**src/rtl/relu_pkg.sv**
```systemverilog
// Shared constants for the multi-lane activation unit: mode encodings and default widths.
package relu_pkg;

  localparam logic [1:0] RELU_MODE_RELU  = 2'd0;
  localparam logic [1:0] RELU_MODE_LEAKY = 2'd1;
  localparam logic [1:0] RELU_MODE_CLIP  = 2'd2;
  localparam logic [1:0] RELU_MODE_PASS  = 2'd3;

  localparam int RELU_LANES_DEF      = 4;
  localparam int RELU_DATA_W_DEF     = 32;
  localparam int RELU_LEAK_SHIFT_DEF = 3;
  localparam int RELU_CLIP_MAX_DEF   = 6144;
  localparam int RELU_CNT_W_DEF      = 16;

endpackage

```
**src/rtl/relu_lane.sv**
```systemverilog
// Combinational single-lane activation: ReLU, leaky ReLU, clipped ReLU or pass-through.
module relu_lane
  import relu_pkg::*;
#(
  parameter int DATA_W     = RELU_DATA_W_DEF,
  parameter int LEAK_SHIFT = RELU_LEAK_SHIFT_DEF,
  parameter int CLIP_MAX   = RELU_CLIP_MAX_DEF
) (
  input  logic signed [DATA_W-1:0] x_i,
  input  logic        [1:0]        mode_i,
  output logic signed [DATA_W-1:0] y_o
);

  localparam logic signed [DATA_W-1:0] CLIP_V = DATA_W'(CLIP_MAX);

  // Arithmetic shift floors toward -inf, so -1 stays -1 and the most negative value stays negative.
  function automatic logic signed [DATA_W-1:0] leak_floor(input logic signed [DATA_W-1:0] v);
    return v >>> LEAK_SHIFT;
  endfunction

  function automatic logic signed [DATA_W-1:0] clip_sat(input logic signed [DATA_W-1:0] v);
    if (v < 0)
      return '0;
    else if (v > CLIP_V)
      return CLIP_V;
    else
      return v;
  endfunction

  always_comb begin
    y_o = x_i;
    case (mode_i)
      RELU_MODE_RELU:  y_o = x_i[DATA_W-1] ? '0 : x_i;
      RELU_MODE_LEAKY: y_o = x_i[DATA_W-1] ? leak_floor(x_i) : x_i;
      RELU_MODE_CLIP:  y_o = clip_sat(x_i);
      default:         y_o = x_i;
    endcase
  end

endmodule

```
**src/rtl/relu_vec_pipe.sv**
```systemverilog
// Two-stage LANES-wide activation pipeline with valid/ready backpressure and frame-done pulse.
// Optional zero-count statistics are enabled by defining RELU_STATS_EN.
module relu_vec_pipe
  import relu_pkg::*;
#(
  parameter int LANES      = RELU_LANES_DEF,
  parameter int DATA_W     = RELU_DATA_W_DEF,
  parameter int LEAK_SHIFT = RELU_LEAK_SHIFT_DEF,
  parameter int CLIP_MAX   = RELU_CLIP_MAX_DEF,
  parameter int CNT_W      = RELU_CNT_W_DEF
) (
  input  logic                    clock,
  input  logic                    reset,
  input  logic [LANES*DATA_W-1:0] relu_in,
  input  logic [1:0]              relu_mode,
  input  logic                    relu_in_last,
  input  logic                    relu_valid,
  output logic                    relu_ready,
  output logic [LANES*DATA_W-1:0] relu_out,
  output logic                    relu_out_last,
  output logic                    relu_out_valid,
  input  logic                    relu_out_ready,
  output logic                    relu_done
`ifdef RELU_STATS_EN
  ,
  output logic [CNT_W-1:0]        relu_zero_cnt
`endif
);

  logic                    adv1, adv2;
  logic                    vld_p1_q, vld_p1_d;
  logic [LANES*DATA_W-1:0] data_p1_q;
  logic [1:0]              mode_p1_q;
  logic                    last_p1_q;
  logic                    vld_p2_q, vld_p2_d;
  logic [LANES*DATA_W-1:0] data_p2_q, data_p2_d;
  logic                    last_p2_q, last_p2_d;
  logic                    done_q, done_d;
  logic [LANES*DATA_W-1:0] lane_y;

  assign adv2       = !vld_p2_q || relu_out_ready;
  assign adv1       = !vld_p1_q || adv2;
  assign relu_ready = adv1;

  // ---- stage 1: capture input beat ----
  always_ff @(posedge clock) begin
    if (adv1 && relu_valid) begin
      data_p1_q <= relu_in;
      mode_p1_q <= relu_mode;
      last_p1_q <= relu_in_last;
    end
  end

  for (genvar g = 0; g < LANES; g++) begin : g_lane
    relu_lane #(
      .DATA_W    (DATA_W),
      .LEAK_SHIFT(LEAK_SHIFT),
      .CLIP_MAX  (CLIP_MAX)
    ) u_lane (
      .x_i   (data_p1_q[g*DATA_W +: DATA_W]),
      .mode_i(mode_p1_q),
      .y_o   (lane_y[g*DATA_W +: DATA_W])
    );
  end

  always_comb begin
    vld_p1_d  = vld_p1_q;
    vld_p2_d  = vld_p2_q;
    data_p2_d = data_p2_q;
    last_p2_d = last_p2_q;
    if (adv1)
      vld_p1_d = relu_valid;
    if (adv2) begin
      vld_p2_d = vld_p1_q;
      if (vld_p1_q) begin
        data_p2_d = lane_y;
        last_p2_d = last_p1_q;
      end
    end
    done_d = vld_p2_q && relu_out_ready && last_p2_q;
  end

  // ---- stage 2: activation result, drives outputs ----
  always_ff @(posedge clock) begin
    if (reset) begin
      vld_p1_q  <= 1'b0;
      vld_p2_q  <= 1'b0;
      data_p2_q <= '0;
      last_p2_q <= 1'b0;
      done_q    <= 1'b0;
    end else begin
      vld_p1_q  <= vld_p1_d;
      vld_p2_q  <= vld_p2_d;
      data_p2_q <= data_p2_d;
      last_p2_q <= last_p2_d;
      done_q    <= done_d;
    end
  end

  assign relu_out       = data_p2_q;
  assign relu_out_last  = last_p2_q;
  assign relu_out_valid = vld_p2_q;
  assign relu_done      = done_q;

`ifdef RELU_STATS_EN
  localparam int ZW = $clog2(LANES + 1);

  logic [ZW-1:0]    zeros;
  logic [CNT_W-1:0] acc_q, acc_d, zcnt_q, zcnt_d;

  function automatic logic [CNT_W-1:0] sat_add(input logic [CNT_W-1:0] a, input logic [ZW-1:0] n);
    logic [CNT_W:0] s;
    s = {1'b0, a} + (CNT_W+1)'(n);
    return s[CNT_W] ? '1 : s[CNT_W-1:0];
  endfunction

  always_comb begin
    zeros = '0;
    for (int i = 0; i < LANES; i++)
      if (data_p2_q[i*DATA_W +: DATA_W] == '0)
        zeros = zeros + ZW'(1);
  end

  always_comb begin
    acc_d  = acc_q;
    zcnt_d = zcnt_q;
    if (vld_p2_q && relu_out_ready) begin
      if (last_p2_q) begin
        zcnt_d = sat_add(acc_q, zeros);
        acc_d  = '0;
      end else begin
        acc_d  = sat_add(acc_q, zeros);
      end
    end
  end

  always_ff @(posedge clock) begin
    if (reset) begin
      acc_q  <= '0;
      zcnt_q <= '0;
    end else begin
      acc_q  <= acc_d;
      zcnt_q <= zcnt_d;
    end
  end

  assign relu_zero_cnt = zcnt_q;
`endif

endmodule

```
**config.mk**
```make
export PLATFORM = sky130hd
export DESIGN_NAME = relu_vec_pipe
export DESIGN_NICKNAME = d
export VERILOG_FILES = /design/src/rtl/relu_pkg.sv /design/src/rtl/relu_lane.sv /design/src/rtl/relu_vec_pipe.sv
export SDC_FILE = /design/constraint.sdc
export NUM_CORES = 1
export LEC_CHECK = 0
export CAP_MARGIN = 30
export CORE_MARGIN = 1.5
export CORE_UTILIZATION = 40
export CTS_CLUSTER_DIAMETER = 60
export DETAILED_ROUTE_END_ITERATION = 16
export PLACE_DENSITY = 0.67
export SETUP_SLACK_MARGIN = 0.3
export SLEW_MARGIN = 20
export SYNTH_ARGS = -nofsm -noshare
export SYNTH_HDL_FRONTEND = slang
export SYNTH_HIERARCHICAL = 1
export SYNTH_SLANG_ARGS = --single-unit
```
**constraint.sdc**
```tcl
create_clock -name clock -period 16.5 [get_ports clock]
set_clock_uncertainty 0.05 [all_clocks]
set_input_delay 4.95 -clock clock [delete_from_list [all_inputs] [get_ports clock]]
set_output_delay 4.95 -clock clock [all_outputs]
set_load 0.02 [all_outputs]
```
# After elaboration in Yosys (flattened, before gate mapping)
# Cells that the tools add are included.
# totals
register_bits,263
input_bits,135
out_inout_bits,132
elab_cells,47
# classes
magnitude_cmp,8
n_eq_ne,2
mux,20
n_reduce_logical,9
# op_table
op,count
$mux 32,12
$pmux 32 s3,4
$gt 32x14->1 const B,4
$lt 32x1->1 const B,4
$mux 31,4
$logic_and 1x1->1,3
$eq 2x1->1 const B,1
$eq 2x2->1 const B,1
$logic_not 1->1,2
$logic_not 2->1,1
$logic_or 1x1->1,2
$reduce_and 2->1,1

# Logic depth before layout (Yosys ltp)
# depth
depth_word,4
ltp_mapped,8
ltp_nobuf,6

# Cells and area by module
# The synthesis kept the hierarchy.
# modules_own_cells
module,n_inst,cells_each,area_per_inst_um2,seq_area_each_um2
relu_vec_pipe,1,703,9805.7,6576.3
relu_lane,4,108,608.1,0.0

# Least setup slack after synthesis
# Ideal clock, no wire load.
# synth_path
path_kind,input port to flip-flop
startpoint,input relu_out_ready
endpoint,"register data_p1_q[0], enable pin"
arrival_time_ns,11.322
slack_ns,4.463
path_stages,2
n_path_buf,0
path_cell_list,nor2b_4 a21oi_1
# synth_between
elab_chain_len,3
# synth_lines
element,line_no,rtl
from (decl),relu_vec_pipe.sv:22,"input logic relu_out_ready,"
$logic_or 1x1->1,relu_vec_pipe.sv:41,assign adv2 = !vld_p2_q || relu_out_ready;
$logic_or 1x1->1,relu_vec_pipe.sv:42,assign adv1 = !vld_p1_q || adv2;
$logic_and 1x1->1,relu_vec_pipe.sv:47,if (adv1 && relu_valid) begin
to (signal assigned),relu_vec_pipe.sv:48,data_p1_q <= relu_in;
to (decl),relu_vec_pipe.sv:32,logic [LANES*DATA_W-1:0] data_p1_q;
# Every way passes these cells.
# A chain may end at the register's enable or synchronous reset.

# Final worst setup path
# layout_path
startpoint,input relu_out_ready
endpoint,output relu_ready
# layout_between
elab_chain_len,2
# layout_lines
element,line_no,rtl
$logic_or 1x1->1,relu_vec_pipe.sv:41,
$logic_or 1x1->1,relu_vec_pipe.sv:42,
to (decl),relu_vec_pipe.sv:18,"output logic relu_ready,"
# Every way passes these cells.

==> impl_metrics.tcl <==
set metrics [dict create \
    ys_warn_count 6 \
    die-width_um 178 \
    yosys_most_used_dff "dfxtp_1" \
    clkSinkCount 263 \
    ant_nets 0 \
    r2r_slack_ns 13.89 \
    cts_buffer_depth 3 \
    clock_latency_ns 0.54 \
    fin_crit_ns 11.28 \
    tns_ns 0 \
    post_cts_buffers 0 \
    outcome "finished clean" \
    synth_top_cell_area_share_pct 32.1 \
    fin_crit_sh_pct 68.4 \
    synth_top_area_cell "edfxtp_1" \
    clock.fmax_mhz 88.6 \
    vias 9178 \
    placed_area_mm2 0.0150 \
    ctsHoldBuffers 0 \
    fillers 2666 \
    syn_avg_cell_area_um2 10.8 \
    hpwl_mm 20.8 \
    rows 63 \
    drive_gt1_share_pct 5.26 \
    synth_seq_cells 263 \
    route.detailed.drc 0 \
    finalSetupViolCount 0 \
    worst_pin_slew_ns 0.951 \
    end_kind "output port" \
    grt_max_degree 141 \
    synth_cells 1135 \
    antenna_found_initial 1 \
    cp_data_required_time_ns 11.50 \
    p_switching_uw 384 \
    p_sw_share_pct 24.5 \
    routedWlPerCell_um 17.1 \
    synth_edf_count 131 \
    p_leak_nw 5.61 \
    power.density_mw_per_mm2 97.8 \
    synth.distinct_cells 30 \
    register_area_mm2 0.00658 \
    p_comb_share_pct 12.6 \
    totalWireLength_mm 30.5 \
    slew_headroom_pct 36.6 \
    power_frac_seq_pct 47.7 \
    nNetsFinal 1500 \
    rsz0062_at_grt "no" \
    hold_viol 0 \
    gp_congestion 0.825 \
    via_per_inst 5.16 \
    synth_area_leaders "edfxtp_1 (32%), dfxtp_1 (22%), nand2b_1 (13%)" \
    vdd_drop_max_mv 0.0749 \
    start_kind "input port" \
    multiInputGateArea_mm2 0.00519 \
    htree_levels 1 \
    grt_pass1_wl_mm 47.4 \
    track_usage_pct 18.8 \
    clockPowerShare_pct 39.7 \
    critPathKind "in2out" \
    initial_core_util_pct 41.0 \
    area_delta_synth_final_pct 30.9 \
    synthArstFlopShare_pct 0 \
    die-area_mm2 0.0317 \
    port_buffers 266 \
    seq_area_frac_synth_pct 53.7 \
    drtPass1Iterations 5 \
    cts_buffers 30 \
    slew_violations 0 \
    maxCapViolations 0 \
    critical_path_arrival_ns 6.28 \
    core_area_mm2 0.0299 \
    clockRootBuffer "clkbuf_16" \
    internal_power_mw 1.18 \
    post_cts_resize_count 0 \
    first_global_vias 8924 \
    die_h_um 178 \
    cts_tree "done" \
    syn_area_mm2 0.0122 \
    worst_hold_path_type "reg2reg" \
    synthesis.nets 1270 \
    first_iter_violations 597 \
    grt-ovfl-total 0 \
    design_area_mm2 0.0160 \
    pin_count 267 \
    clkTransAtPathRegs_ns 0.06 \
    crit_fanout 4 \
]
[power by group through the flow]
| stage | clock, mW | sequential, mW | combinational (mW) |
|---|---|---|---|
| after global placement | 0 | 0.761 | 0.195 |
| after floorplan | 0 | 0.773 | 0.103 |
| after detailed placement | 0 | 0.761 | 0.197 |
| final | 0.623 | 0.748 | 0.197 |
| after global routing | 0.670 | 0.752 | 0.214 |
| after CTS | 0.642 | 0.748 | 0.198 |
[registers in the layout, summed over array words and instances (netlist names)]
register,cells
last_p1_q,1
relu_out_last,1
relu_out,128
relu_out_valid,1
relu_done,1
vld_p1_q,1
data_p1_q,128
mode_p1_q,2
[worst paths after layout]
| kind | start | to | cells after the start |
|---|---|---|---|
| max | relu_out_ready | relu_ready | 4 |
| min | relu_out[125]$_SDFFE_PP0P_ | relu_out[125]$_SDFFE_PP0P_ | 2 |
| max reg2reg | relu_out_valid$_SDFFE_PP0P_ | data_p1_q[104]$_DFFE_PP_ | 4 |
| min reg2reg | relu_out[125]$_SDFFE_PP0P_ | relu_out[125]$_SDFFE_PP0P_ | 2 |
[synth_stat cells, types with 13 or more instances]
master	instances
nand2b_1	258
dfxtp_1	132
edfxtp_1	131
mux2i_1	129
nor2_1	102
a22oi_1	92
clkbuf_1	46
nand2_1	41
o21ai_0	32
nor3_1	20
nor4_1	20
buf_6	17
buf_2	16
a21oi_1	14
inv_1	13
nor2b_1	13
[cell type report]
class                   instances  share of cell area [%]
clock buffers                  41                    5.32
flip-flops and latches        263                    41.0
repair buffers                278                    17.3
clock inverters                15                   0.586
inverters                      13                   0.304
diodes                          1                  0.0156
well taps                     390                    3.04
multi-input cells             779                    32.4
[layout by cell type (no fill, tap or decap), types with 6 or more instances in the layout]
cell             instances
clkdlybuf4s50_1        265
nand2b_1               258
dfxtp_1                132
edfxtp_1               131
mux2i_1                129
nor2_1                 102
a22oi_1                 92
nand2_1                 41
o21ai_0                 32
clkbuf_16               31
nor4_1                  20
nor3_1                  20
inv_1                   13
a21oi_1                 13
nor2b_1                 12
a221o_1                 12
buf_4                   11
a22o_1                   8
clkinv_2                 7
clkbuf_1                 6
[cell families after synthesis]
family,share of synthesized area (%)
buffers and inverters,4.07
multiplexers,10.6
flip-flops,53.7
AO/OA/AOI/OAI,9.86
AND/OR/NAND/NOR,21.8
[per-stage QoR]
step / worst slack [ns] / power (mW) / utilization, % / hold WS [ns] / instances
final: 5.22 / 1.57 / 53.6 / 0.420 / 1780
after CTS: 5.21 / 1.59 / 53.5 / 0.424 / 1778
after floorplan: 4.46 / 0.876 / - / 0.427 / 1135
after global placement: 5.25 / 0.956 / 50.2 / 0.408 / 1718
after detailed placement: 5.22 / 0.958 / 50.4 / 0.411 / 1722
after global routing: 5.18 / 1.64 / 53.6 / 0.437 / 1780
[worst max-delay path, stage by stage]
cell and delay [ns]:
clkdlybuf4s50_1 0.46, nor2b_4 0.22, nand2_1 0.10, clkdlybuf4s50_1 0.55
[metal layers]
layer	routed length [um]	global-route usage, %	vias up
met5	0	0	-
met2	14200	30.6	285
met1	13700	25.2	4365
met3	1910	3.47	45
li1	-	-	4483
met4	665	5.67	0
Note: power is estimated with default switching activity, not from simulation.
